$ cat src/rtl/mp1000_vram_arb_if.sv
// Bus bundle between the MP1000 VRAM arbiter, its two requesters (VDG fetch, CPU) and the RAM macro.
interface mp1000_vram_arb_if #(
  parameter int ADDR_W = 10
);
  logic              vdg_req;
  logic [ADDR_W-1:0] vdg_addr;
  logic [7:0]        vdg_data;
  logic              vdg_valid;
  logic              vdg_ovf;
  logic              cpu_req;
  logic              cpu_we;
  logic [ADDR_W-1:0] cpu_addr;
  logic [7:0]        cpu_wdata;
  logic [7:0]        cpu_rdata;
  logic              cpu_ack;
  logic [ADDR_W-1:0] ram_addr;
  logic              ram_we;
  logic [7:0]        ram_wdata;
  logic [7:0]        ram_rdata;

  modport slave (
    input  vdg_req, vdg_addr, cpu_req, cpu_we, cpu_addr, cpu_wdata, ram_rdata,
    output vdg_data, vdg_valid, vdg_ovf, cpu_rdata, cpu_ack, ram_addr, ram_we, ram_wdata
  );

  modport master (
    output vdg_req, vdg_addr, cpu_req, cpu_we, cpu_addr, cpu_wdata, ram_rdata,
    input  vdg_data, vdg_valid, vdg_ovf, cpu_rdata, cpu_ack, ram_addr, ram_we, ram_wdata
  );
endinterface

$ cat src/rtl/mp1000_vram_arb.sv
// Single-port VRAM arbiter: VDG fetch has priority, CPU served otherwise.
// Define VRAM_ARB_STARVE_EN to compile in the CPU starvation guard (cpu_wait counter).
module mp1000_vram_arb #(
  parameter int ADDR_W       = 10,
  parameter int STARVE_LIMIT = 8
) (
  input logic              clk_sys,
  input logic              reset,
  mp1000_vram_arb_if.slave bus
);
  // state      | meaning
  // S_IDLE     | CPU may become a candidate when cpu_req=1
  // S_GRANTED  | CPU access is on the RAM port this cycle
  // S_WAIT_ACK | CPU read in flight, waiting for its data cycle
  typedef enum logic [1:0] {S_IDLE, S_GRANTED, S_WAIT_ACK} cpu_state_t;
  typedef enum logic [1:0] {TAG_NONE, TAG_VDG, TAG_CPU_RD, TAG_CPU_WR} tag_t;

  cpu_state_t        state_q, state_d;
  tag_t              tag1_q, tag1_d;
  tag_t              tag2_q, tag2_d;
  logic              vdg_pend_q, vdg_pend_d;
  logic [ADDR_W-1:0] vdg_paddr_q, vdg_paddr_d;
  logic              vdg_ovf_q, vdg_ovf_d;
  logic [ADDR_W-1:0] ram_addr_q, ram_addr_d;
  logic              ram_we_q, ram_we_d;
  logic [7:0]        ram_wdata_q, ram_wdata_d;

  logic cpu_cand;
  logic starve_fire;
  logic vdg_grant;
  logic cpu_grant;
  logic vdg_valid;
  logic cpu_ack;

  assign cpu_cand = (state_q == S_IDLE) && bus.cpu_req;

`ifdef VRAM_ARB_STARVE_EN
  localparam logic [3:0] STARVE_LIM4 = 4'(STARVE_LIMIT);
  logic [3:0] cpu_wait_q, cpu_wait_d;

  assign starve_fire = cpu_cand && (cpu_wait_q >= STARVE_LIM4);

  always_comb begin
    cpu_wait_d = cpu_wait_q;
    if (cpu_grant) begin
      cpu_wait_d = 4'd0;
    end else if (cpu_cand && (cpu_wait_q != 4'd15)) begin
      cpu_wait_d = cpu_wait_q + 4'd1;
    end
  end

  always_ff @(posedge clk_sys) begin
    if (reset) begin
      cpu_wait_q <= 4'd0;
    end else begin
      cpu_wait_q <= cpu_wait_d;
    end
  end
`else
  assign starve_fire = 1'b0;
`endif

  assign vdg_grant = vdg_pend_q && !starve_fire;
  assign cpu_grant = cpu_cand && !vdg_grant;

  // Write acks with the RAM write itself; read data returns one stage later.
  assign vdg_valid     = (tag2_q == TAG_VDG);
  assign cpu_ack       = (tag1_q == TAG_CPU_WR) || (tag2_q == TAG_CPU_RD);
  assign bus.vdg_valid = vdg_valid;
  assign bus.vdg_data  = vdg_valid ? bus.ram_rdata : 8'h00;
  assign bus.cpu_ack   = cpu_ack;
  assign bus.cpu_rdata = (tag2_q == TAG_CPU_RD) ? bus.ram_rdata : 8'h00;
  assign bus.vdg_ovf   = vdg_ovf_q;
  assign bus.ram_addr  = ram_addr_q;
  assign bus.ram_we    = ram_we_q;
  assign bus.ram_wdata = ram_wdata_q;

  always_comb begin
    ram_addr_d  = ram_addr_q;
    ram_we_d    = 1'b0;
    ram_wdata_d = ram_wdata_q;
    tag1_d      = TAG_NONE;
    tag2_d      = tag1_q;
    if (vdg_grant) begin
      ram_addr_d = vdg_paddr_q;
      tag1_d     = TAG_VDG;
    end else if (cpu_grant) begin
      ram_addr_d  = bus.cpu_addr;
      ram_we_d    = bus.cpu_we;
      ram_wdata_d = bus.cpu_wdata;
      tag1_d      = bus.cpu_we ? TAG_CPU_WR : TAG_CPU_RD;
    end
  end

  // A new pulse may refill the slot in the same cycle its occupant is granted.
  always_comb begin
    vdg_pend_d  = vdg_pend_q && !vdg_grant;
    vdg_paddr_d = vdg_paddr_q;
    vdg_ovf_d   = vdg_ovf_q;
    if (bus.vdg_req) begin
      if (!vdg_pend_q || vdg_grant) begin
        vdg_pend_d  = 1'b1;
        vdg_paddr_d = bus.vdg_addr;
      end else begin
        vdg_ovf_d = 1'b1;
      end
    end
  end

  always_comb begin
    state_d = state_q;
    case (state_q)
      S_IDLE:     if (cpu_grant) state_d = S_GRANTED;
      S_GRANTED:  state_d = cpu_ack ? S_IDLE : S_WAIT_ACK;
      S_WAIT_ACK: if (cpu_ack) state_d = S_IDLE;
      default:    state_d = S_IDLE;
    endcase
  end

  always_ff @(posedge clk_sys) begin
    if (reset) begin
      state_q     <= S_IDLE;
      tag1_q      <= TAG_NONE;
      tag2_q      <= TAG_NONE;
      vdg_pend_q  <= 1'b0;
      vdg_paddr_q <= '0;
      vdg_ovf_q   <= 1'b0;
      ram_addr_q  <= '0;
      ram_we_q    <= 1'b0;
      ram_wdata_q <= 8'h00;
    end else begin
      state_q     <= state_d;
      tag1_q      <= tag1_d;
      tag2_q      <= tag2_d;
      vdg_pend_q  <= vdg_pend_d;
      vdg_paddr_q <= vdg_paddr_d;
      vdg_ovf_q   <= vdg_ovf_d;
      ram_addr_q  <= ram_addr_d;
      ram_we_q    <= ram_we_d;
      ram_wdata_q <= ram_wdata_d;
    end
  end
endmodule

$ cat src/flat_wrapper.sv
// flat-port wrapper written by rule: the top's interface ports become plain ports
module mp1000_vram_arb_flat 
#(
  parameter int ADDR_W       = 10,
  parameter int STARVE_LIMIT = 8
)
  (clk_sys, reset, bus_vdg_req, bus_vdg_addr, bus_cpu_req, bus_cpu_we, bus_cpu_addr, bus_cpu_wdata, bus_ram_rdata, bus_vdg_data, bus_vdg_valid, bus_vdg_ovf, bus_cpu_rdata, bus_cpu_ack, bus_ram_addr, bus_ram_we, bus_ram_wdata);
  mp1000_vram_arb_if #(.ADDR_W(ADDR_W)) bus_i ();
  input logic clk_sys;
  input logic reset;
  input wire logic [$bits(bus_i.vdg_req)-1:0] bus_vdg_req;
  input wire logic [$bits(bus_i.vdg_addr)-1:0] bus_vdg_addr;
  input wire logic [$bits(bus_i.cpu_req)-1:0] bus_cpu_req;
  input wire logic [$bits(bus_i.cpu_we)-1:0] bus_cpu_we;
  input wire logic [$bits(bus_i.cpu_addr)-1:0] bus_cpu_addr;
  input wire logic [$bits(bus_i.cpu_wdata)-1:0] bus_cpu_wdata;
  input wire logic [$bits(bus_i.ram_rdata)-1:0] bus_ram_rdata;
  output wire logic [$bits(bus_i.vdg_data)-1:0] bus_vdg_data;
  output wire logic [$bits(bus_i.vdg_valid)-1:0] bus_vdg_valid;
  output wire logic [$bits(bus_i.vdg_ovf)-1:0] bus_vdg_ovf;
  output wire logic [$bits(bus_i.cpu_rdata)-1:0] bus_cpu_rdata;
  output wire logic [$bits(bus_i.cpu_ack)-1:0] bus_cpu_ack;
  output wire logic [$bits(bus_i.ram_addr)-1:0] bus_ram_addr;
  output wire logic [$bits(bus_i.ram_we)-1:0] bus_ram_we;
  output wire logic [$bits(bus_i.ram_wdata)-1:0] bus_ram_wdata;
  assign bus_i.vdg_req = bus_vdg_req;
  assign bus_i.vdg_addr = bus_vdg_addr;
  assign bus_i.cpu_req = bus_cpu_req;
  assign bus_i.cpu_we = bus_cpu_we;
  assign bus_i.cpu_addr = bus_cpu_addr;
  assign bus_i.cpu_wdata = bus_cpu_wdata;
  assign bus_i.ram_rdata = bus_ram_rdata;
  assign bus_vdg_data = bus_i.vdg_data;
  assign bus_vdg_valid = bus_i.vdg_valid;
  assign bus_vdg_ovf = bus_i.vdg_ovf;
  assign bus_cpu_rdata = bus_i.cpu_rdata;
  assign bus_cpu_ack = bus_i.cpu_ack;
  assign bus_ram_addr = bus_i.ram_addr;
  assign bus_ram_we = bus_i.ram_we;
  assign bus_ram_wdata = bus_i.ram_wdata;
  mp1000_vram_arb #(.ADDR_W(ADDR_W), .STARVE_LIMIT(STARVE_LIMIT)) u_core (.clk_sys(clk_sys), .reset(reset), .bus(bus_i));
endmodule
$ cat config.mk
export PLATFORM = sky130hd
export DESIGN_NAME = mp1000_vram_arb_flat
export DESIGN_NICKNAME = d
export VERILOG_FILES = /design/src/rtl/mp1000_vram_arb_if.sv /design/src/rtl/mp1000_vram_arb.sv /design/src/flat_wrapper.sv
export SDC_FILE = /design/constraint.sdc
export NUM_CORES = 1
export LEC_CHECK = 0
export CAP_MARGIN = 0
export CORE_MARGIN = 1
export CORE_UTILIZATION = 30
export DETAILED_ROUTE_END_ITERATION = 10
export PLACE_DENSITY = 0.74
export SKIP_LAST_GASP = 1
export SYNTH_ARGS = -nofsm -noshare
export SYNTH_HDL_FRONTEND = slang
export SYNTH_SLANG_ARGS = --single-unit
export TNS_END_PERCENT = 100
$ cat constraint.sdc
create_clock -name clk_sys -period 1.1 [get_ports clk_sys]
set_input_delay 0.22 -clock clk_sys [delete_from_list [all_inputs] [get_ports clk_sys]]
set_output_delay 0.22 -clock clk_sys [all_outputs]
set_load 0.05 [all_outputs]
==> results.sh, run 1 <==
export IMPL_status="finished, violations left"
export IMPL_violations="negative setup slack"
export IMPL_drt_pass1_iterations=4
export IMPL_clock_sinks=36
export IMPL_setup_viol=42
export IMPL_drive_gt1_share_pct=53.1
export IMPL_multiInputGateArea_um2=971
export IMPL_grt_overflow=0
export IMPL_reg2reg_setup_slack_ns=-0.24
export IMPL_cts_root_buf="clkbuf_8"
export IMPL_drt_iter0_drc=31
export IMPL_path_class="reg -> out"
export IMPL_ys_ff_latch=36
export IMPL_critical_path_top_delay_family="flip-flops"
export IMPL_rows=25
export IMPL_postRouteAntennaNets=0
export IMPL_hold_viol_final=0
export IMPL_cts_buffers=5
export IMPL_synth_nets=207
export IMPL_synthesis_area_mm2=0.00146
export IMPL_die_height_um=71.7
export IMPL_setup_ws_ns=-0.378
export IMPL_hold_path_end="u_core.bus.ram_addr[3]"
export IMPL_grt_total_usage_pct=18.0
export IMPL_reg2reg_to="u_core.bus.ram_we"
export IMPL_ir_worst_vdd_v=0.000845
export IMPL_path_buf_inv=2
export IMPL_worstPathCellList="nor2b_4 -> buf_4 -> and2_4 -> buf_12"
export IMPL_gp_congestion=0.696
export IMPL_portBuffers=77
export IMPL_crit_fanout=4
export IMPL_slowest_delay_ns=0.37
export IMPL_yosys_warnings=0
export IMPL_slew_violations=0
export IMPL_p_leak_nw=1.31
export IMPL_p_total_mw=3.73
export IMPL_fin_setup_tns_ns=-9.18
export IMPL_final_cell_mix="39 x clkdlybuf4s50_1, 38 x buf_12, 30 x dfxtp_1"
export IMPL_ys_flop_type="dfxtp_1"
export IMPL_vias_per_cell=4.85
export IMPL_max_freq_mhz=676
export IMPL_vias=1523
export IMPL_cts_path_max_buffers=2
export IMPL_rsz0062_at_grt="true"
export IMPL_wl_per_cell_um=15.0
export IMPL_hold_class="reg -> reg"
export IMPL_critical_path_arrival_ns=1.26
export IMPL_crit_slowest_cell="dfxtp_4"
export IMPL_grt_pass1_wl_um=7220
export IMPL_die_w_um=71.7
export IMPL_drcViolationCount=0
export IMPL_worst_path_stages=4
export IMPL_wirelength_um=4700
export IMPL_period_share_pct=134
export IMPL_initial_utilization_pct=31.1
export IMPL_die_area_mm2=0.00515
export IMPL_async_flop_share_pct=0
export IMPL_clock_latency_ns=0.29
export IMPL_syn_area_per_cell_um2=8.79
export IMPL_whs_path_depth=2
export IMPL_ys_seq_area_share_pct=49.4
export IMPL_synth_edf_count=0
export IMPL_synthCells=166
export IMPL_grt_max_degree=23
export IMPL_nFillCells=320
export IMPL_grt_pass1_vias=1595
export IMPL_cp_end_kind="output port"
export IMPL_core_mm2=0.00469
export IMPL_r2r_cells=4
export IMPL_ys_types=23
export IMPL_worstSetupStartpointType="flop"
export IMPL_path_clk_slew_ns=0.07
export IMPL_place_hpwl_um=3050
export IMPL_syn2layout_area_growth_pct=123
export IMPL_htreeDepth=2
export IMPL_hold_start="u_core.vdg_paddr_q[3]"
export IMPL_p_per_area_mw_per_mm2=1150
export IMPL_timing_final_crit_period_ns=1.48
export IMPL_r2r_start="u_core.vdg_grant"
export IMPL_hold_buffers=0
export IMPL_final_common_cell="clkdlybuf4s50_1"
export IMPL_tritoncts="yes"
export IMPL_worst_hold_slack_ns=0.466
export IMPL_regArea_um2=736
export IMPL_ios=79
export IMPL_antenna_diode_count=0
export IMPL_crit_required_ns=0.88
export IMPL_fin_skew_ns=0.00898
export IMPL_antenna_found_initial=0
export IMPL_drv_cap=0
export IMPL_layout_nets=301
-- flip-flops by register name, indices dropped and copies added (netlist names) --
signal                cells
u_core.state_q            2
u_core.bus.ram_addr      10
u_core.bus.ram_wdata      8
u_core.vdg_paddr_q       10
u_core.bus.ram_we         1
u_core.tag1_q             2
u_core.tag2_q             2
u_core.vdg_grant          1
-- power by group --
| group | switching [mW] | internal [mW] | total, mW |
|---|---|---|---|
| combinational | 0.586 | 0.639 | 1.22 |
| sequential | 0.0956 | 1.39 | 1.49 |
| clock | 0.458 | 0.558 | 1.02 |
| total | 1.14 | 2.59 | 3.73 |
-- metrics by stage --
step                      setup WS [ns]  utilization (%)  instance area [µm²]  std cells
after floorplan                  -0.137                -                 1520        166
after global placement           -0.487             59.4                 2790        301
after detailed placement         -0.553             59.4                 2790        301
after CTS                        -0.347             65.5                 3070        311
after global routing             -0.411             69.3                 3250        314
final                            -0.378             69.3                 3250        314
-- tightest hold or removal path: cells and delay by family, from the launching register on --
kind	cells	cell delay [ns]
AOI/OAI and AO/OA	1	0.05
buffers and inverters	1	0.06
DFF	1	0.31
-- synth_stat cells (all sizes together), types with 5 or more instances --
cell type | count | area (µm²)
nor2 | 13 | 56.3
clkbuf | 5 | 18.8
and2 | 17 | 106
inv | 10 | 37.5
dfxtp | 36 | 721
mux2i | 10 | 100
nor2b | 5 | 31.3
a21oi | 19 | 95.1
a221oi | 10 | 87.6
buf | 7 | 41.3
nand2 | 26 | 97.6
-- cell families (layout without fill, tap and decap cells) --
kind of cell | Yosys count | after routing | share of synthesized area, %
mux | 10 | 10 | 6.86
flops | 36 | 36 | 49.4
other cells | 1 | 1 | 0.257
simple gates | 66 | 68 | 23.2
compound gates | 30 | 30 | 13.0
buf+inv | 22 | 114 | 6.69
xor+xnor | 1 | 1 | 0.600
-- final cells by class --
class	count	area share, %
Inverter	10	1.15
Sequential cell	36	22.6
Multi-Input combinational cell	110	29.9
Timing Repair Buffer	97	41.3
Tap cell	54	2.08
Clock buffer	7	2.96
-- layer usage --
metal	GRT usage [%]	wire length, µm
met4	8.71	143
met1	20.3	1780
met5	0	0
met3	3.23	226
met2	32.7	2550
-- worst max path at each step --
| stage | start | endpoint | slack (ns) |
|---|---|---|---|
| finish | u_core.tag2_q[0] | bus_vdg_data[7] | -0.38 |
| global route | u_core.tag2_q[0] | bus_vdg_data[4] | -0.41 |
| global placement | bus_cpu_req | u_core.bus.ram_we | -0.49 |
| CTS | u_core.tag2_q[0] | bus_vdg_data[2] | -0.35 |
| floorplan | u_core.vdg_grant | u_core.bus.ram_wdata[0] | -0.14 |
| detailed placement | bus_cpu_req | u_core.bus.ram_wdata[0] | -0.55 |
-- what timing repair did --
action / 4_1_cts / 5_1_grt
resized for setup: 46 / 43
pin swaps: 23 / 12
endpoints found under the setup margin: 39 / 42
setup buffers: 1 / 2
cloned: 2 / 2
No activity file was read; power rests on OpenSTA's default activity.
==> run 2: changes to the inputs <==
- CORE_ASPECT_RATIO: unset -> 0.7
- CTS_BUF_LIST: unset -> sky130_fd_sc_hd__clkbuf_2 sky130_fd_sc_hd__clkbuf_4 sky130_fd_sc_hd__clkbuf_8
==> results.sh, run 2 (same netlist as run 1, synthesis figures left out) <==
export IMPL_status="finished, violations left"
export IMPL_violations="negative setup slack"
export IMPL_place_hpwl_um=3000
export IMPL_grt_total_usage_pct=17.7
export IMPL_setup_ws_ns=-0.325
export IMPL_drive_gt1_share_pct=56.2
export IMPL_crit_start="u_core.tag2_q[1]"
export IMPL_nFillCells=318
export IMPL_die_area_mm2=0.00515
export IMPL_clock_latency_ns=0.29
export IMPL_seqPwrFrac_pct=37.5
export IMPL_wirelength_um=4300
export IMPL_cts_path_max_buffers=2
export IMPL_timing_final_crit_period_ns=1.42
export IMPL_cts_buffers=5
export IMPL_clock_sinks=36
export IMPL_slew_violations=0
export IMPL_wl_per_cell_um=13.6
export IMPL_reg2reg_to="u_core.bus.ram_wdata[1]"
export IMPL_r2r_cells=4
export IMPL_p_int_mw=2.84
export IMPL_final_cell_mix="39 x clkdlybuf4s50_1, 39 x buf_12, 25 x dfxtp_1"
export IMPL_p_switching_mw=1.12
export IMPL_ios=79
export IMPL_die_w_um=85.4
export IMPL_drcViolationCount=0
export IMPL_worstPathCellList="nor2b_4 -> buf_6 -> and2_4 -> buf_12"
export IMPL_critical_path_top_delay_family="flip-flops"
export IMPL_critical_path_arrival_ns=1.20
export IMPL_crit_fanout=6
export IMPL_hold_viol_final=0
export IMPL_gp_congestion=0.697
export IMPL_layout_nets=300
export IMPL_p_leak_nw=1.30
export IMPL_portBuffers=77
export IMPL_path_class="reg -> out"
export IMPL_crit_slowest_cell="dfxtp_2"
export IMPL_drv_cap=0
export IMPL_combPwrFrac_pct=30.6
export IMPL_max_freq_mhz=702
export IMPL_cts_root_buf="clkbuf_8"
export IMPL_reg2reg_setup_slack_ns=-0.21
export IMPL_placed_cell_area_mm2=0.00280
export IMPL_period_share_pct=130
export IMPL_grt_pass1_wl_um=6960
export IMPL_antenna_diode_count=0
export IMPL_path_buf_inv=2
export IMPL_p_total_mw=3.96
export IMPL_antenna_found_initial=0
export IMPL_rsz0062_at_grt="true"
export IMPL_syn2layout_area_growth_pct=124
export IMPL_ir_worst_vdd_v=0.000734
export IMPL_rows=20
export IMPL_drt_pass1_iterations=2
export IMPL_grt_overflow=0
export IMPL_r2r_start="u_core.state_q[0]"
export IMPL_setup_viol=40
export IMPL_stdcell_area_mm2=0.00326
export IMPL_endpoint="bus_cpu_rdata[4]"
export IMPL_hold_class="reg -> reg"
export IMPL_swShare_pct=28.4
export IMPL_tritoncts="yes"
export IMPL_drt_iter0_drc=20
export IMPL_p_per_area_mw_per_mm2=1210
export IMPL_slowest_delay_ns=0.35
export IMPL_hold_buffers=0
export IMPL_grt_pass1_vias=1434
export IMPL_crit_required_ns=0.88
export IMPL_vias_per_cell=4.73
export IMPL_cp_end_kind="output port"
export IMPL_core_mm2=0.00450
export IMPL_clockPowerShare_pct=31.9
export IMPL_initial_utilization_pct=32.4
export IMPL_grt_max_degree=23
export IMPL_fin_skew_ns=0.00728
export IMPL_die_height_um=60.3
export IMPL_worst_hold_slack_ns=0.461
export IMPL_postRouteAntennaNets=0
export IMPL_worstSetupStartpointType="flop"
export IMPL_htreeDepth=2
export IMPL_vias=1491
export IMPL_worst_path_stages=4
export IMPL_path_clk_slew_ns=0.07
==> run 2: tightest hold or removal path: cells and delay by family, from the launching register on <==
kind / cells / cell delay [ns]
flops: 1 / 0.31
buf+inv: 1 / 0.06
compound gates: 1 / 0.05
==> run 2: worst min-delay path by stage <==
stage | from | end | slack, ns | cells past startpoint
floorplan | bus_cpu_we | u_core.bus.ram_we | 0.35 | 1
finish | u_core.vdg_paddr_q[1] | u_core.bus.ram_addr[1] | 0.46 | 2
global route | u_core.vdg_paddr_q[1] | u_core.bus.ram_addr[1] | 0.48 | 2
detailed placement | u_core.vdg_paddr_q[0] | u_core.bus.ram_addr[0] | 0.46 | 2
global placement | u_core.vdg_paddr_q[1] | u_core.bus.ram_addr[1] | 0.45 | 2
CTS | u_core.vdg_paddr_q[1] | u_core.bus.ram_addr[1] | 0.46 | 2
==> run 2: cell type report <==
cell class	instances	area [µm²]	area share [%]
Clock buffer	7	96.3	2.95
Clock inverter	1	30.0	0.920
Inverter	10	37.5	1.15
Multi-Input combinational cell	109	930	28.5
Sequential cell	36	737	22.6
Tap cell	55	68.8	2.11
Timing Repair Buffer	97	1360	41.8
==> run 2: repair_timing <==
item / 4_1_cts / 5_1_grt
resized for setup: 60 / 28
pin swaps: 35 / 19
setup endpoints to repair: 39 / 46
gates cloned: 3 / 0
setup buffers: 2 / 0
==> run 2: per-layer routing <==
metal	vias to the layer above	track usage (%)	share of wire (%)	wire length [µm]
met5	-	0	0	0
met4	0	5.00	0.65	28
met3	3	5.58	6.8	291
met2	50	29.3	48	2050
met1	697	22.9	45	1930
li1	741	-	-	-
==> run 2: through the flow <==
step,TNS [ns],worst slack [ns],util [%],instances
after floorplan,-1.65,-0.137,-,166
after global routing,-10.83,-0.384,72.4,315
final,-8.68,-0.325,72.4,315
after global placement,-12.24,-0.482,62.2,302
after detailed placement,-13.34,-0.542,62.2,302
after CTS,-8.84,-0.340,70.4,315
==> run 2: power groups by stage <==
| stage | logic (mW) | registers [mW] | clock network [mW] |
|---|---|---|---|
| 2_1_floorplan | 0.328 | 1.65 | 0 |
| 3_3_place_gp | 1.02 | 1.50 | 0 |
| 3_5_place_dp | 1.03 | 1.50 | 0 |
| 4_1_cts | 1.17 | 1.48 | 1.28 |
| 5_1_grt | 1.27 | 1.50 | 1.33 |
| 6_report | 1.21 | 1.48 | 1.26 |
